`src/rtl/pipearch_c1_ccip_pkg.sv`:
```
// -----------------------------------------------------------------------------
// pipearch_c1_ccip_pkg
// Minimal CCI-P c1 (write) channel types used by pipearch_c1_arbiter.
// Field layout follows the CCI-P c1 request/response headers:
//   t_cci_c1_ReqMemHdr : write request header (80 bits)
//   t_cci_c1_RspMemHdr : write response header (28 bits)
//   t_if_ccip_c1_Tx    : {hdr, 512-bit data, valid}
//   t_if_ccip_c1_Rx    : {hdr, rspValid}
// -----------------------------------------------------------------------------
package pipearch_c1_ccip_pkg;

    localparam logic [3:0] eREQ_WRLINE_I = 4'h0;
    localparam logic [3:0] eREQ_WRLINE_M = 4'h1;
    localparam logic [3:0] eRSP_WRLINE   = 4'h1;
    localparam logic [3:0] eRSP_WRFENCE  = 4'h4;
    localparam logic [1:0] eCL_LEN_1     = 2'b00;

    typedef struct packed {
        logic [5:0]  rsvd2;
        logic [1:0]  vc_sel;
        logic        sop;
        logic        rsvd1;
        logic [1:0]  cl_len;
        logic [3:0]  req_type;
        logic [5:0]  rsvd0;
        logic [41:0] address;
        logic [15:0] mdata;
    } t_cci_c1_ReqMemHdr;

    typedef struct packed {
        logic [1:0]  vc_used;
        logic        rsvd1;
        logic        hit_miss;
        logic        format;
        logic        rsvd0;
        logic [1:0]  cl_num;
        logic [3:0]  resp_type;
        logic [15:0] mdata;
    } t_cci_c1_RspMemHdr;

    typedef struct packed {
        t_cci_c1_ReqMemHdr hdr;
        logic [511:0]      data;
        logic              valid;
    } t_if_ccip_c1_Tx;

    typedef struct packed {
        t_cci_c1_RspMemHdr hdr;
        logic              rspValid;
    } t_if_ccip_c1_Rx;

endpackage

```
`src/rtl/pipearch_c1_arbiter.sv`:
```
// -----------------------------------------------------------------------------
// pipearch_c1_arbiter
// Shares one CCI-P c1 write channel between NUM_REQ write engines.
// One single-line write is granted per cycle (round-robin), tagged with the
// requester index in mdata[TAG_LSB+3:TAG_LSB] and registered onto the Tx port.
// Write acks are routed back to the requester named by the tag, and a
// per-requester count of issued-but-unacked writes is maintained.
//
// Ports:
//   clk, reset         clock, synchronous active-high reset
//   wr_valid[i]        requester i presents a write (held until granted)
//   wr_hdr[i]          write header from requester i
//   wr_data[i]         cache-line payload from requester i
//   wr_grant[i]        combinational one-hot grant
//   wr_ack[i]          one-cycle ack pulse for requester i
//   wr_outstanding[i]  issued-but-unacked write count
//   wr_drained[i]      wr_outstanding[i] == 0
//   tag_error          sticky: illegal or unmatched write ack seen
//   c1TxAlmFull        c1 Tx almost-full; blocks new grants
//   cp2af_sRx_c1       write responses from the platform
//   af2cp_sTx_c1       registered write requests to the platform
// -----------------------------------------------------------------------------
module pipearch_c1_arbiter
    import pipearch_c1_ccip_pkg::*;
#(
    parameter int NUM_REQ         = 2,
    parameter int MAX_OUTSTANDING = 512,
    parameter int TAG_LSB         = 12
) (
    input  logic              clk,
    input  logic              reset,
    input  logic [NUM_REQ-1:0] wr_valid,
    input  t_cci_c1_ReqMemHdr wr_hdr [NUM_REQ],
    input  logic [511:0]      wr_data [NUM_REQ],
    output logic [NUM_REQ-1:0] wr_grant,
    output logic [NUM_REQ-1:0] wr_ack,
    output logic [15:0]       wr_outstanding [NUM_REQ],
    output logic [NUM_REQ-1:0] wr_drained,
    output logic              tag_error,
    input  logic              c1TxAlmFull,
    input  t_if_ccip_c1_Rx    cp2af_sRx_c1,
    output t_if_ccip_c1_Tx    af2cp_sTx_c1
);

    localparam int          RR_W = (NUM_REQ > 1) ? $clog2(NUM_REQ) : 1;
    localparam logic [15:0] CAP  = 16'(MAX_OUTSTANDING);

    logic [RR_W-1:0]   rr_q, rr_d;
    logic [NUM_REQ-1:0] eligible;
    logic [NUM_REQ-1:0] grant_oh;
    logic              grant_any;
    logic [3:0]        grant_idx;

    logic              tx_valid_q;
    t_cci_c1_ReqMemHdr tx_hdr_q, tx_hdr_d;
    logic [511:0]      tx_data_q, tx_data_d;

    logic              rsp_wr;
    logic [3:0]        rsp_tag;
    logic [NUM_REQ-1:0] ack_hit;
    logic              rsp_bad;
    logic [NUM_REQ-1:0] wr_ack_q;
    logic              tag_error_q;

    // Only a few response fields matter here; fold the rest into a sink.
    logic              unused_rx;
    assign unused_rx = ^cp2af_sRx_c1;

    // ---------------------------------------------------------------------
    // Response decode: a write ack is legal only if it names an existing
    // requester that actually has a write in flight.
    // ---------------------------------------------------------------------
    assign rsp_wr  = cp2af_sRx_c1.rspValid &&
                     (cp2af_sRx_c1.hdr.resp_type == eRSP_WRLINE);
    assign rsp_tag = cp2af_sRx_c1.hdr.mdata[TAG_LSB +: 4];
    assign rsp_bad = rsp_wr && (ack_hit == '0);

    // ---------------------------------------------------------------------
    // Per-requester outstanding counters and eligibility
    // ---------------------------------------------------------------------
    generate
        for (genvar gi = 0; gi < NUM_REQ; gi++) begin : g_req
            logic [15:0] cnt_q, cnt_d;

            assign eligible[gi] = wr_valid[gi] && (cnt_q < CAP) &&
                                  !c1TxAlmFull && !reset;
            assign ack_hit[gi]  = rsp_wr && (rsp_tag == 4'(gi)) &&
                                  (cnt_q != 16'd0);

            // Grant and ack in the same cycle cancel out.
            assign cnt_d = cnt_q + {15'd0, grant_oh[gi]} - {15'd0, ack_hit[gi]};

            always_ff @(posedge clk) begin
                if (reset) begin
                    cnt_q <= 16'd0;
                end else begin
                    cnt_q <= cnt_d;
                end
            end

            assign wr_outstanding[gi] = cnt_q;
            assign wr_drained[gi]     = (cnt_q == 16'd0);
        end
    endgenerate

    // ---------------------------------------------------------------------
    // Round-robin pick: first pass covers rr..NUM_REQ-1, second pass wraps
    // around to 0..rr-1, so the search order is rr, rr+1, ... mod NUM_REQ.
    // ---------------------------------------------------------------------
    always_comb begin
        grant_oh  = '0;
        grant_any = 1'b0;
        grant_idx = 4'd0;
        for (int i = 0; i < NUM_REQ; i++) begin
            if (!grant_any && eligible[i] && (i >= int'(rr_q))) begin
                grant_oh[i] = 1'b1;
                grant_any   = 1'b1;
                grant_idx   = 4'(i);
            end
        end
        for (int i = 0; i < NUM_REQ; i++) begin
            if (!grant_any && eligible[i]) begin
                grant_oh[i] = 1'b1;
                grant_any   = 1'b1;
                grant_idx   = 4'(i);
            end
        end
    end

    always_comb begin
        rr_d = rr_q;
        for (int i = 0; i < NUM_REQ; i++) begin
            if (grant_oh[i]) begin
                rr_d = (i == NUM_REQ - 1) ? '0 : RR_W'(i + 1);
            end
        end
    end

    // ---------------------------------------------------------------------
    // Tx request staging: capture the granted header/data, stamping the
    // requester index into the tag field. Without a grant, hold last value.
    // ---------------------------------------------------------------------
    always_comb begin
        tx_hdr_d  = tx_hdr_q;
        tx_data_d = tx_data_q;
        for (int i = 0; i < NUM_REQ; i++) begin
            if (grant_oh[i]) begin
                tx_hdr_d  = wr_hdr[i];
                tx_data_d = wr_data[i];
            end
        end
        if (grant_any) begin
            tx_hdr_d.mdata[TAG_LSB +: 4] = grant_idx;
        end
    end

    always_ff @(posedge clk) begin
        if (reset) begin
            rr_q        <= '0;
            tx_valid_q  <= 1'b0;
            wr_ack_q    <= '0;
            tag_error_q <= 1'b0;
        end else begin
            rr_q        <= rr_d;
            tx_valid_q  <= grant_any;
            wr_ack_q    <= ack_hit;
            tag_error_q <= tag_error_q | rsp_bad;
        end
    end

    // Payload registers carry no reset; valid qualifies them.
    always_ff @(posedge clk) begin
        tx_hdr_q  <= tx_hdr_d;
        tx_data_q <= tx_data_d;
    end

    assign wr_grant           = grant_oh;
    assign wr_ack             = wr_ack_q;
    assign tag_error          = tag_error_q;
    assign af2cp_sTx_c1.valid = tx_valid_q;
    assign af2cp_sTx_c1.hdr   = tx_hdr_q;
    assign af2cp_sTx_c1.data  = tx_data_q;

endmodule

```
`config.mk`:
```
export PLATFORM = sky130hd
export DESIGN_NAME = pipearch_c1_arbiter
export DESIGN_NICKNAME = d
export VERILOG_FILES = /design/src/rtl/pipearch_c1_ccip_pkg.sv /design/src/rtl/pipearch_c1_arbiter.sv
export SDC_FILE = /design/constraint.sdc
export NUM_CORES = 1
export LEC_CHECK = 0
export ABC_AREA = 1
export CAP_MARGIN = 5
export CELL_PAD_IN_SITES_DETAIL_PLACEMENT = 1
export CELL_PAD_IN_SITES_GLOBAL_PLACEMENT = 2
export CORE_AREA = 2 2 727 729
export DETAILED_ROUTE_END_ITERATION = 8
export DIE_AREA = 0 0 729 731
export HOLD_SLACK_MARGIN = 0.05
export PLACE_DENSITY_LB_ADDON = 0.1
export SYNTH_ARGS = -nofsm -noshare
export SYNTH_HDL_FRONTEND = slang
export SYNTH_SLANG_ARGS = --single-unit
```
`constraint.sdc`:
```
create_clock -name clk -period 46.1 [get_ports clk]
set_input_delay 4.61 -clock clk [delete_from_list [all_inputs] [get_ports clk]]
set_output_delay 4.61 -clock clk [all_outputs]
set_load 0.01 [all_outputs]
```
==> qor.txt, run 1 <==
Max Slew Vio Count - 0
post-layout min period - 12.70 ns
clock skew - 0.08834 ns
met1 Track Usage GR - 0.1501
GPL Wtd Cong - 0.7937
Rel. slew slack - 0.2451
Worst Path Required - 41.49 ns
Clk pin slew, worst setup/hold paths - 0.06 ns
most frequent cell on the critical path - clkdlybuf4s50_1
grt peak-use layer - met2
Non-Filler Instances - 12060
post-synthesis compound-gate area fraction - 0.01049
Worst Setup SP - reset
synth top area cells - edfxtp_1 60%, nand2_1 17%, nand3_1 11%
post-CTS setup buffers - 0
hold path depth - 2
H-tree Lvls - 3
wire length per cell - 28.92 um
Chip Width - 729 um
fin nets - 6192
vias in the first global route - 33860
core region area - 526200 sq um
Finish-stage setup viols - 0
global-route met3 utilization - 0.06851
DR iter-0 viols - 1524
mean number of vias per cell - 2.646
final worst-path cycle share - 0.2755
hold_sp - tag_error
pwr dens - 42.40 nW/um^2
initial core utilization - 0.05624
reg2reg setup slack - 40.55 ns
vias - 31910
worst r2r path cells - 13
Max clock buf depth - 4
RSZ-0062 raised after global routing - no
area added between synthesis and finish - 101.6%
hold path endpoint - tag_error
Worst Path Max Fanout - 56
Fmax - 78.73 MHz
YS warnings - 0
Synth top area share - 0.6007
Total Neg Setup Slack - 0 ns
dpl ws - 33.16 ns
Crit path largest cell delay - 0.65 ns
CP startpoint kind - primary input
Cell Chain, Critical Path - clkdlybuf4s50_1, buf_4, inv_2, nand2_1, a21oi_1, nand3_2, inv_8, nand2_4, inv_1, clkdlybuf4s50_1
Die Y-Extent - 731 um
Yosys cell types - 23
first-pass GRT wire length - 423400 um
synth cell count leaders - 1342 x nand2_1, 625 x nand3_1, 592 x edfxtp_1
Detail Placement HPWL - 292500 um
buffers added on ports - 1825
CTS tree - yes
post_cts resized - 0
Total Routing Usage GR - 0.1250
Synth Area in XOR/XNOR - 0
Clk Latency, worst-skew pair - 0.90 ns
initial antenna violation count - 354
drt total wl - 348700 um
combinational family with the most area after synthesis - simple AND/OR/NAND/NOR gates
clock sink count - 629
Worst R2R End - tx_data_q[326]
slowest CP cell - clkdlybuf4s50_1
drt pass-1 iters - 5
number of flops mapped to enable cells by yosys - 592
Crit Path Class - in -> out
outcome - finished clean
post-route ant nets - 0
number of top-level pins - 1850
post-synthesis sequential area ratio - 0.6257
pin count of the biggest net entering global routing - 130
final hold vios - 0
maxcap violations - 0
Worst R2R Start - g_req[1].cnt_q[9]
share of cells above drive strength 1 - 0.03852
clk root buf - clkbuf_16
largest area contributor in the netlist - edfxtp_1
#FFs+latches synth - 629
hold crit path type - reg -> reg
most frequent cell after synthesis - nand2_1
Mean Syn Cell Area - 9.449 sq um
maximum vdd drop - 0.00003135 V
mapped cell area - 29590 sq um
CP Capture Type - output port
Placed Cells - 11800
Worst-Margin Slew - 1.132 ns
grt ovf - 0
total nets after synthesis - 4404
share of synthesized registers carrying an async set or reset - 0
Num CTS Buffers - 117
met2 Use GR - 0.1993
CP arrival - 8.09 ns
fin worst setup slack - 33.40 ns
Synth Area in Adders - 0.02334
P_leak - 21.50 nW
cts hold-fix bufs - 0
Synth Instances - 3132
die footprint - 532900 sq um
area share of and/or/nand/nor cells after synthesis - 0.2882
ys flop type - edfxtp_1
drc violations - 0
mux cell area share after synthesis - 0
Site Rows - 267
==> metal layers <==
metal,up-vias,wire length (um)
li1,14220,-
met1,15190,146400
met2,1640,154000
met3,637,40640
met4,222,6177
met5,-,1480
==> state kept, by name (all words and copies together) (netlist names) <==
| signal | cells |
|---|---|
| tag_error | 1 |
| rr_q | 1 |
| tx_data_q | 512 |
| tx_valid_q | 1 |
| af2cp_sTx_c1 | 80 |
| g_req.cnt_q | 32 |
| wr_ack | 2 |
==> how the worst max path moves through the flow <==
stage	end	slack, ns	cells past startpoint
after floorplan	af2cp_sTx_c1[513]	27.49	5
after global placement	wr_grant[1]	33.14	10
after detailed placement	wr_grant[1]	33.16	10
after CTS	wr_grant[1]	33.16	10
after global routing	wr_grant[1]	33.03	10
final	wr_grant[1]	33.40	10
==> where the power goes <==
part	leakage [nW]	total (W)	internal, W	switching (W)
clock	1.72	0.000873	0.000495	0.000378
sequential	5.70	0.000790	0.000749	0.0000413
combinational	14.1	0.000867	0.000320	0.000547
total	21.5	0.00253	0.00156	0.000967
==> worst max-delay path: cells and delay by family <==
family | cells | cell delay, ns
AOI/OAI and AO/OA | 1 | 0.18
buffers and inverters | 6 | 2.53
and+or+nand+nor | 3 | 0.69
==> layout make-up <==
class	instances	area, sq um
tap	6994	8751
fill	61540	466500
timing repair buffer	1868	18650
clock buffer	155	3133
antenna	52	130.1
sequential	629	18520
clock inverter	55	419.2
multi-input combinational	2166	9545
inverter	138	525.5
==> stage by stage <==
step           hold WS [ns]  utilization  power, W  cell area (sq um)
5_1_grt              0.5022       0.1132  0.002700              59560
2_1_floorplan        0.4584            -  0.001193              29590
3_3_place_gp         0.4414       0.1064  0.001721              55990
3_5_place_dp         0.4518       0.1064  0.001714              55990
6_report             0.4672       0.1134  0.002530              59670
4_1_cts              0.4638       0.1132  0.002646              59540
==> layout by cell type, fill, tap and decap left out, types with 5 or more instances in the layout <==
cell type	count
buf_12	5
nand3_1	625
clkinv_1	31
o21ai_0	11
a21oi_1	43
clkdlybuf4s50_1	1825
nor3_1	8
dfxtp_1	37
nand4_1	7
nor2_1	68
edfxtp_1	592
inv_1	136
ha_1	52
clkbuf_1	34
buf_4	38
nand2_1	1340
diode_2	52
clkbuf_16	119
clkinv_2	11
==> kinds of logic (layout without fill, tap and decap cells) <==
| family | Yosys count | in the layout |
|---|---|---|
| buf+inv | 337 | 2216 |
| flops | 629 | 629 |
| simple gates | 2053 | 2053 |
| fa+ha+maj | 54 | 54 |
| compound gates | 59 | 59 |
| other cells | 0 | 52 |
(Power assumes the default switching activity.)
==> run 2: changes to the inputs <==
CORE_AREA = 2 2 714 716   (was 2 2 727 729)
DIE_AREA = 0 0 716 718   (was 0 0 729 731)
clock period = 10.2 ns   (was 46.1 ns; I/O delays follow)
==> run 2 against run 1 <==
Cell area down 0.47%. Global-route usage grew 0.69 points. Die area down 3.5%. First-iteration DRC count increased by 28%. Critical path depth increased by 1. Non-clock buffer count up 3. Power rose to 4.5 times the previous value. Clock power increased to 4.5 times the previous value. Largest power group unchanged.
==> qor.txt, run 2 (synthesis gave the netlist of run 1 again) <==
Total Routing Usage GR - 0.1319 (+0.006885)
clock skew - 0.05860 ns (-0.02974 ns)
Rel. slew slack - 0.2818 (+0.03669)
fin nets - 6193 (+0.016%)
Detail Placement HPWL - 294400 um (+0.63%)
total power - 0.01145 W (+350%)
P_leak - 21.51 nW (about the same)
Clk Latency, worst-skew pair - 0.88 ns (-0.02 ns)
area added between synthesis and finish - 100.7%
Chip Width - 716 um (-1.8%)
CP arrival - 4.68 ns (-3.41 ns)
dpl ws - 4.084 ns (-29.08 ns)
slowest CP cell - clkdlybuf4s50_1
H-tree Lvls - 3 (unchanged)
die footprint - 514100 sq um (-3.5%)
Worst Path Max Fanout - 59 (+5.4%)
final worst-path cycle share - 0.5587
fin worst setup slack - 4.501 ns (-28.90 ns)
CTS tree - yes
vias in the first global route - 33690 (-0.50%)
maxcap violations - 0 (unchanged)
CP startpoint kind - primary input
commonest non-fill, non-tap cell in the layout - clkdlybuf4s50_1
initial antenna violation count - 369 (+4.2%)
Crit Path Class - in -> out
cts hold-fix bufs - 0 (unchanged)
Crit path largest cell delay - 0.69 ns (+0.04 ns)
post-layout min period - 5.699 ns
fillcell total - 59160 (-3.9%)
max reg flops - 512 (unchanged)
Num CTS Buffers - 115 (-1.7%)
CP Capture Type - output port
vias - 32060 (+0.49%)
outcome - finished clean
Clk pin slew, worst setup/hold paths - 0.06 ns (about the same)
number of top-level pins - 1850 (unchanged)
post-route ant nets - 0 (unchanged)
initial core utilization - 0.05835 (+0.002111)
buffers added on ports - 1825 (unchanged)
final hold vios - 0 (unchanged)
Site Rows - 262 (-1.9%)
Cell Chain, Critical Path - clkdlybuf4s50_1, buf_4, inv_2, buf_4, nand2_1, a21oi_1, nand3_2, inv_8, nand2_4, inv_1, clkdlybuf4s50_1
drc violations - 0 (unchanged)
drt pass-1 iters - 5 (unchanged)
DR iter-0 viols - 1958 (+28%)
post-CTS setup buffers - 0 (unchanged)
most frequent cells in the layout - 1825 x clkdlybuf4s50_1, 1340 x nand2_1, 625 x nand3_1
Hold Slack - 0.4884 ns (+0.02120 ns)
Finish-stage setup viols - 0 (unchanged)
Max Slew Vio Count - 0 (unchanged)
Fmax - 175.5 MHz
core region area - 507100 sq um (-3.6%)
Max clock buf depth - 4 (unchanged)
clock sink count - 629 (unchanged)
RSZ-0062 raised after global routing - no
Worst Path Required - 9.18 ns (-32.31 ns)
hold crit path type - reg -> reg
grt ovf - 0 (unchanged)
drt total wl - 352300 um (+1.0%)
Die Y-Extent - 718 um (-1.8%)
wire length per cell - 29.87 um (+3.3%)
Total Neg Setup Slack - 0 ns (unchanged)
share of cells above drive strength 1 - 0.03930 (+0.0007826)
GPL Wtd Cong - 0.8511 (+7.2%)
Largest Register - tx_data_q
post_cts resized - 0 (unchanged)
maximum vdd drop - 0.0001509 V (+380%)
Worst-Margin Slew - 1.077 ns (-0.05504 ns)
pin count of the biggest net entering global routing - 128 (-1.5%)
mean number of vias per cell - 2.718 (+2.7%)
clk root buf - clkbuf_16
first-pass GRT wire length - 430200 um (+1.6%)
pwr dens - 192.8 nW/um^2 (+350%)
[run 2: final timing paths]
path	slack, ns	end	start	cells after the start
worst max-delay path	4.50	wr_grant[1]	reset	11
worst min-delay path	0.49	rr_q	rr_q	2
worst max register to register	5.96	tx_data_q[161]	g_req[1].cnt_q[11]	12
worst min register to register	0.49	rr_q	rr_q	2
[run 2: power by group]
part           switching (W)  total [W]  internal (W)  leakage [nW]
sequential          0.000178    0.00356       0.00338          5.70
combinational        0.00246    0.00391       0.00146          14.1
clock                0.00172    0.00397       0.00225          1.71
[run 2: per-stage QoR]
stage / std cells / area (sq um) / utilization
3_3_place_gp: 11540 / 55750 / 0.1099
3_5_place_dp: 11540 / 55750 / 0.1099
6_report: 11800 / 59390 / 0.1171
4_1_cts: 11750 / 59270 / 0.1169
2_1_floorplan: 3132 / 29600 / -
5_1_grt: 11750 / 59290 / 0.1169
[run 2: worst max-delay path, delay by kind of cell]
| kind | cells | cell delay, ns |
|---|---|---|
| and+or+nand+nor | 3 | 0.82 |
| buffers and inverters | 7 | 2.57 |
| AOI/OAI and AO/OA | 1 | 0.16 |
[run 2: area by class of cell]
| type | count | area, sq um | area share |
|---|---|---|---|
| multi-input combinational | 2166 | 9554 | 0.1609 |
| tap | 6732 | 8423 | 0.1418 |
| clock buffer | 151 | 3044 | 0.05125 |
| antenna | 50 | 125.1 | 0.002107 |
| timing repair buffer | 1871 | 18730 | 0.3153 |
| inverter | 138 | 525.5 | 0.008848 |
| clock inverter | 58 | 479.2 | 0.008068 |
| sequential | 629 | 18520 | 0.3118 |
[run 2: metal layers]
| layer | share of wire | track usage | wire length [um] | up-vias |
|---|---|---|---|---|
| met4 | 0.022 | 0.01946 | 7674 | 126 |
| met2 | 0.49 | 0.2333 | 172000 | 1612 |
| met5 | 0.0023 | 0 | 820 | - |
| li1 | - | - | - | 14200 |
| met1 | 0.40 | 0.1504 | 139700 | 15430 |
| met3 | 0.091 | 0.05386 | 32110 | 697 |
